==> config.mk <==
export PLATFORM = sky130hd
export DESIGN_NAME = register_file
export DESIGN_NICKNAME = d
export VERILOG_FILES = /design/src/rtl/mips_pkg.sv /design/src/rtl/rf_read_port.sv /design/src/rtl/register_file.sv
export SDC_FILE = /design/constraint.sdc
export NUM_CORES = 1
export LEC_CHECK = 0
export BUFFER_PORTS_ARGS = -buffer_cell sky130_fd_sc_hd__clkbuf_2
export CORE_AREA = 2 2 355 357
export CTS_CLUSTER_DIAMETER = 150
export CTS_CLUSTER_SIZE = 16
export DETAILED_ROUTE_END_ITERATION = 12
export DIE_AREA = 0 0 357 359
export PLACE_DENSITY = 0.6
export SLEW_MARGIN = 10
export SYNTH_ARGS = -nofsm -noshare
export SYNTH_HDL_FRONTEND = slang
export SYNTH_SLANG_ARGS = --single-unit
==> constraint.sdc <==
create_clock -name clk -period 5.2 [get_ports clk]
set_input_delay 1.56 -clock clk [delete_from_list [all_inputs] [get_ports clk]]
set_output_delay 1.56 -clock clk [all_outputs]
set_load 0.01 [all_outputs]
==> src/rtl/mips_pkg.sv <==
// Shared MIPS datapath constants and types.
// Used by the register file and its read ports.
package mips_pkg;

  localparam int WORD_W     = 32;
  localparam int REG_ADDR_W = 5;
  localparam int RF_ENTRIES = 32;

  localparam logic [REG_ADDR_W-1:0] REG_ZERO = 5'd0;

  typedef enum logic {
    CLEAR,
    READY
  } rf_state_t;

endpackage

==> src/rtl/rf_read_port.sv <==
// One combinational read port of the register file.
// Applies clear masking, hard-wired zero register and write-to-read bypass.
module rf_read_port
  import mips_pkg::*;
#(
  parameter int WIDTH  = WORD_W,
  parameter int ADDR_W = REG_ADDR_W,
  parameter int BYPASS = 1
) (
  input  rf_state_t         state,
  input  logic [ADDR_W-1:0] addr,
  input  logic [WIDTH-1:0]  array_data,
  input  logic              regwrite,
  input  logic [ADDR_W-1:0] writereg,
  input  logic [WIDTH-1:0]  writedata,
  output logic [WIDTH-1:0]  data
);

  always_comb begin
    data = '0;
    // addr != 0 also guarantees the bypass never forwards a write to r0
    if (state == READY && addr != '0) begin
      if (BYPASS != 0 && regwrite && writereg == addr) begin
        data = writedata;
      end else begin
        data = array_data;
      end
    end
  end

endmodule

==> src/rtl/register_file.sv <==
// Two-read, one-write MIPS register file with a post-reset clear sequencer
// that zeroes every entry before the core may use it.
module register_file
  import mips_pkg::*;
#(
  parameter int WIDTH  = WORD_W,
  parameter int ADDR_W = REG_ADDR_W,
  parameter int BYPASS = 1
) (
  input  logic              clk,
  input  logic              rst,
  input  logic [ADDR_W-1:0] readreg1,
  input  logic [ADDR_W-1:0] readreg2,
  input  logic [ADDR_W-1:0] writereg,
  input  logic [WIDTH-1:0]  writedata,
  input  logic              regwrite,
  output logic [WIDTH-1:0]  readdata1,
  output logic [WIDTH-1:0]  readdata2,
  output logic              busy
);

  localparam int ENTRIES = 2 ** ADDR_W;

  logic [WIDTH-1:0]  mem [ENTRIES];
  rf_state_t         state;
  rf_state_t         state_next;
  logic [ADDR_W-1:0] ptr;
  logic [ADDR_W-1:0] ptr_next;
  logic              ptr_last;

  assign ptr_last = (ptr == {ADDR_W{1'b1}});

  always_ff @(posedge clk) begin
    if (rst) begin
      state <= CLEAR;
      ptr   <= '0;
    end else begin
      state <= state_next;
      ptr   <= ptr_next;
    end
  end

  always_comb begin
    state_next = state;
    ptr_next   = ptr;
    if (state == CLEAR) begin
      // ptr wraps to 0 on the last clear edge; the value is unused in READY
      ptr_next = ptr + {{(ADDR_W-1){1'b0}}, 1'b1};
      if (ptr_last) begin
        state_next = READY;
      end
    end
  end

  // Array is never reset; reset only restarts the clear sequence.
  always_ff @(posedge clk) begin
    if (!rst) begin
      if (state == CLEAR) begin
        mem[ptr] <= '0;
      end else if (regwrite && writereg != '0) begin
        mem[writereg] <= writedata;
      end
    end
  end

  logic [ADDR_W-1:0] raddr [2];
  logic [WIDTH-1:0]  rdata [2];

  assign raddr[0] = readreg1;
  assign raddr[1] = readreg2;

  generate
    for (genvar gi = 0; gi < 2; gi++) begin : g_read_port
      rf_read_port #(
        .WIDTH  (WIDTH),
        .ADDR_W (ADDR_W),
        .BYPASS (BYPASS)
      ) u_port (
        .state      (state),
        .addr       (raddr[gi]),
        .array_data (mem[raddr[gi]]),
        .regwrite   (regwrite),
        .writereg   (writereg),
        .writedata  (writedata),
        .data       (rdata[gi])
      );
    end
  endgenerate

  assign readdata1 = rdata[0];
  assign readdata2 = rdata[1];
  assign busy      = (state == CLEAR);

endmodule

-- Yosys cells after proc, flatten, opt, wreduce, memory -nomap -nowiden
Memory sizes are Yosys's and may differ from the RTL's.
Cells that the tools add are included.
- bits of input ports: 50
- bits in read-only memories: 0
- memory bits (writable): 1024
- memories: 1
- output and inout bits: 65
- register bits after elaboration: 6
- bits in latches: 0
- logic and storage cells: 33
- $mul: 0
- bitwise logic cells: 1
- muxes and demuxes: 16
- magnitude comparators: 0
- equality and inequality tests: 3
- reductions and logical operators: 9
- $add $sub $neg: 1
- div/mod/pow operators: 0
- shift operators: 0
- memories (memory ; words ; bits a word ; read ports ; clocked after Yosys merged registers in ; write ports ; line ; source):
    mem ; 32 ; 32 ; 2 ; 0 ; 1 ; register_file.sv:24 ; logic [WIDTH-1:0] mem [ENTRIES];
- operators with widths (operator ; count):
    2-to-1 mux 32 bit ; 5
    OR reduction 32 bit ; 1
    nonzero test 5 bit ; 3
    == test 5 bit ; 2
    2-to-1 mux 1 bit ; 10
    adder 5 x 1 -> 5 bit (second input constant) ; 1
    == test 5 bit (second input constant) ; 1
    logical AND 1 bit ; 5
    2-to-1 mux 5 bit ; 1
    inverter 1 bit ; 1

-- Longest topological paths before layout
- depth after elaboration: 8
- mapped depth: 9
- gate-level depth less buffers: 5

-- By module
A second synthesis with hierarchy kept.
- cell total of the unflattened synthesis: 3756
- area total of the unflattened synthesis: 50681.1 µm²
- modules (own cells, without submodules) (module ; seq. area each (µm²) ; times used ; cells an instance ; area an instance (µm²)):
    register_file ; 30869.6 ; 1 ; 3510 ; 49287.3
    rf_read_port ; 0.0 ; 2 ; 123 ; 696.9

-- Worst setup path after synthesis
No wires, ideal clock.
- kind: input to register
- start: input port writereg[2]
- end: memory mem[9][0] in the netlist's numbering (enable)
- slack: -0.227 ns
- setup time: 0.461 ns
- required time: 4.739 ns
- arrival time: 4.966 ns
- buffers on the path: 1
- cell stages on the path: 5
- cells stage by stage: buf_2 nor4_4 a2111oi_4 mux2i_1 nor3_1
- cells in the longest elaborated chain, start to end: 8
- elaborated cells on any way between the ends: 9
- classes of those cells: mux (6); reduce/logical (3)
- RTL lines (what ; line ; source):
    from (decl) ; register_file.sv:14 ; input logic [ADDR_W-1:0] writereg,
    nonzero test 5 bit ; register_file.sv:60 ; end else if (regwrite && writereg != '0) begin
    logical AND 1 bit ; register_file.sv:60 ;
    2-to-1 mux 1 bit ; register_file.sv:60 ;
    2-to-1 mux 1 bit ; register_file.sv:58 ; if (state == CLEAR) begin
    2-to-1 mux 1 bit ; register_file.sv:57 ; if (!rst) begin
    2-to-1 mux 1 bit (implied by the code) ; register_file.sv:61 ; mem[writereg] <= writedata;
    OR reduction 32 bit (no line) ; n/a ;
    2-to-1 mux 5 bit (no line) or 2-to-1 mux 1 bit (tied branches) ; n/a ;
    to (decl) ; register_file.sv:24 ;
Several ways; a longest one is shown, not always the timed one.

-- Final worst setup path
- start: input port readreg2[0]
- end: output port readdata2[26]
- cells in the longest elaborated chain, start to end: 4
- elaborated cells on any way between the ends: 7
- classes of those cells: eq/ne (1); mux (2); reduce/logical (3); memory (1)
- RTL lines (what ; line ; source):
    from (decl) ; register_file.sv:13 ; input logic [ADDR_W-1:0] readreg2,
    branches (longest 3 deep; another with memory read (32 x 32 bit)) ; n/a ;
    2-to-1 mux 32 bit (*) ; rf_read_port.sv:22 ; if (state == READY && addr != '0) begin
    to (decl) ; register_file.sv:18 ; output logic [WIDTH-1:0] readdata2,
Every way passes the cells marked *.

==> reports/qor.yml <==
sta:
  hold_violations: 0
  slew_violations: 0
  fin_crit_sh_pct: 99.94
  fin_ws_ns: 0.002881
  worstMarginPinSlew_ns: 1.097
  fin_setup_tns_ns: 0
  finalSetupViolations: 0
  fin_worst_skew_ns: 0.02870
  fin_crit_ns: 5.197
  slew_headroom_pct: 26.84
  rsz0062_at_grt: "yes"
  max_freq_ghz: 0.1924
finish:
  final_common_cell: "edfxtp_1"
  drive_above_1_share_pct: 29.65
  stdcell_area_sq_um: 57540
  syn_to_final_growth_pct: 16.42
  fin_util_pct: 46.18
  num-nets-final: 3214
  most-common-layout-cells: "edfxtp_1, mux2i_1, mux4_2, buf_4, a221oi_1"
cts:
  cts-hold-fix-buffers: 0
  clock_latency_ns: 0.65
  cts-buffers-inserted: 74
  clockBufferDepth: 3
  clk_pin_slew_worst_paths_ns: 0.07
  cts_sinks: 1030
  htreeDepth: 3
  cts_tree: "yes"
  root_buffer: "clkbuf_16"
logic_synthesis:
  synth_top_cell_by_area: "edfxtp_1"
  synth_area_leaders: "edfxtp_1, mux4_2, mux2i_1"
  synth_top_area_share_pct: 62.21
  syn_area_sq_um: 49430
  synth_cells: 2873
  synth_warnings: 0
  synthesis.nets: 2925
  ys_seq_elements: 1030
  seq_area_frac_synth_pct: 62.45
  synth_async_sr_flop_share_pct: 0
  synth_area_per_cell_sq_um: 17.20
  ys.flop_type: "edfxtp_1"
  synth_edf_count: 1024
  yosysUniqueCellTypes: 51
grt:
  grt_start_max_net_pins: 44
  track_usage_pct: 25.38
  gr-usage-met2_pct: 39.32
  grt_pass1_vias: 32423
  globalRouteMet1Util_pct: 35.92
  grt-ovfl-total: 0
  antenna_found_initial: 11
  gr-max-usage-layer: "met2"
  grt_first_pass_wirelength_mm: 233.2
  grt_use_met3_pct: 4.898
place:
  gp_congestion: 0.8999
  port_buffers: 114
  dp_hpwl_mm: 99.21
  place_ws_ns: -0.1081
  dpl_cell_area_sq_um: 54760
die:
  core_sq_um: 124600
  die-area_sq_um: 128200
  io_pins: 115
  rows: 130
  start_util_pct: 39.67
  die_x_microns: 357
  die_h_microns: 359
critical_path:
  arrival_ns: 3.64
  path_cells: "buf_16 > buf_16 > buf_12 > mux4_2 > a22oi_1 > a21oi_1 > a221o_1 > clkbuf_2"
  crit_buf_inv: 4
  startpoint: "readreg2[0]"
  cp.required_ns: 3.64
  cp_max_fo: 18
  worst_setup_path_start_kind: "input port"
  path_delay_family: "buffers and inverters"
  r2r-start: "state"
  cpMostUsedCell: "buf_16"
  crit_type: "input port to primary output"
  crit_slowest_cell: "mux4_2"
  cpPeakStageDelay_ns: 0.51
  crit_path_end_kind: "primary output"
run:
  cap_violations: 0
detailed_routing:
  postRouteAntennaNets: 0
  vias: 31916
  drcViolationCount: 0
  wl_mm: 166.5
  wl_per_cell_microns: 34.47
  drt_iter0_drc: 4423
  routed_via_density: 6.606
  dr.pass1.iters: 6
pwr:
  power.density_nw_per_um2: 280.0
  vdd_drop_max_mv: 0.2857
  power.leakage_nw: 19.05
worst_hold_path:
  hold_path_class: "flop to flop"
  hp-start: "ptr[1]"
status:
  status: "finished, final reports clean"
## routing by layer
layer / vias up / share of wire (%)
li1: 12724 / -
met1: 16736 / 40
met2: 2070 / 46
met3: 378 / 11
met4: 8 / 3.5
met5: - / 0.028
## cell usage after synthesis, types with 3 or more instances
library cell / count
clkbuf_1: 102
mux2_2: 3
edfxtp_1: 1024
o21bai_1: 63
a211oi_1: 3
a221oi_1: 187
and2_1: 32
a221o_1: 32
mux4_2: 294
buf_4: 15
o21ai_0: 4
mux2i_1: 449
o22a_1: 31
nor3_1: 34
xnor2_1: 6
buf_1: 10
nand2_1: 26
o21ai_1: 28
a211o_1: 31
a22oi_1: 62
nand2b_1: 36
dfxtp_1: 6
nor2_1: 47
inv_1: 4
a21oi_1: 130
a22o_1: 31
a21o_1: 3
a21boi_1: 28
buf_2: 73
a21boi_0: 3
nor2b_1: 6
buf_6: 37
xor2_1: 7
## layout make-up
class                           count  area, sq um
Clock buffer                       92         2026
Clock inverter                      2        20.02
Sequential cell                  1030        30870
Fill cell                       10638        67050
Multi-Input combinational cell   1599        17840
Inverter                            5        22.52
Tap cell                         1650         2064
Antenna cell                        1        2.502
Timing Repair Buffer              452         4700
## state kept, by name, indices dropped and copies added (netlist names)
register,cells
ptr,5
mem,1024
state,1
## through the flow
step                      hold WS, ns  instances  total power [W]
final                          0.6002       4831          0.01611
after detailed placement       0.5843       4722          0.01069
after CTS                      0.5980       4820          0.01613
after global routing           0.6287       4830          0.01652
after floorplan                0.5283       2873          0.01013
after global placement         0.5520       4722          0.01067
## timing repair
action | in CTS | in global routing
gates cloned | 2 | 5
gates resized for setup | 23 | 71
setup endpoints to repair | 30 | 44
buffers inserted | 2 | 5
endpoints found under the hold margin | 0 | 0
pin swaps | 0 | 8
## tightest hold or removal path: cells and delay by family, from the launching register on
kind,cells,cell delay (ns)
DFF,1,0.36
muxes,1,0.14
and+or+nand+nor,1,0.05
## power by group
group	switching, W	total (W)	leakage (nW)	internal (W)
Clock	0.00280	0.00552	0.999	0.00273
Combinational	0.000846	0.00152	9.49	0.000677
Sequential	0.0000252	0.00907	8.56	0.00904
## final timing paths
check                           slack (ns)  cells after the start            end
worst max-delay path                 0.003                      8  readdata2[26]
worst min-delay path                  0.60                      2         ptr[1]
worst max register to register        1.37                      4     mem[29][7]
worst min register to register        0.60                      2         ptr[1]
## logic make-up after synthesis
family,share of synthesized area (%)
flops,62.45
mux,22.59
compound gates,9.829
buf+inv,2.769
simple gates,2.081
xor+xnor,0.2304
fa+ha+maj,0.05062
Power figures use the tool's default switching activity.
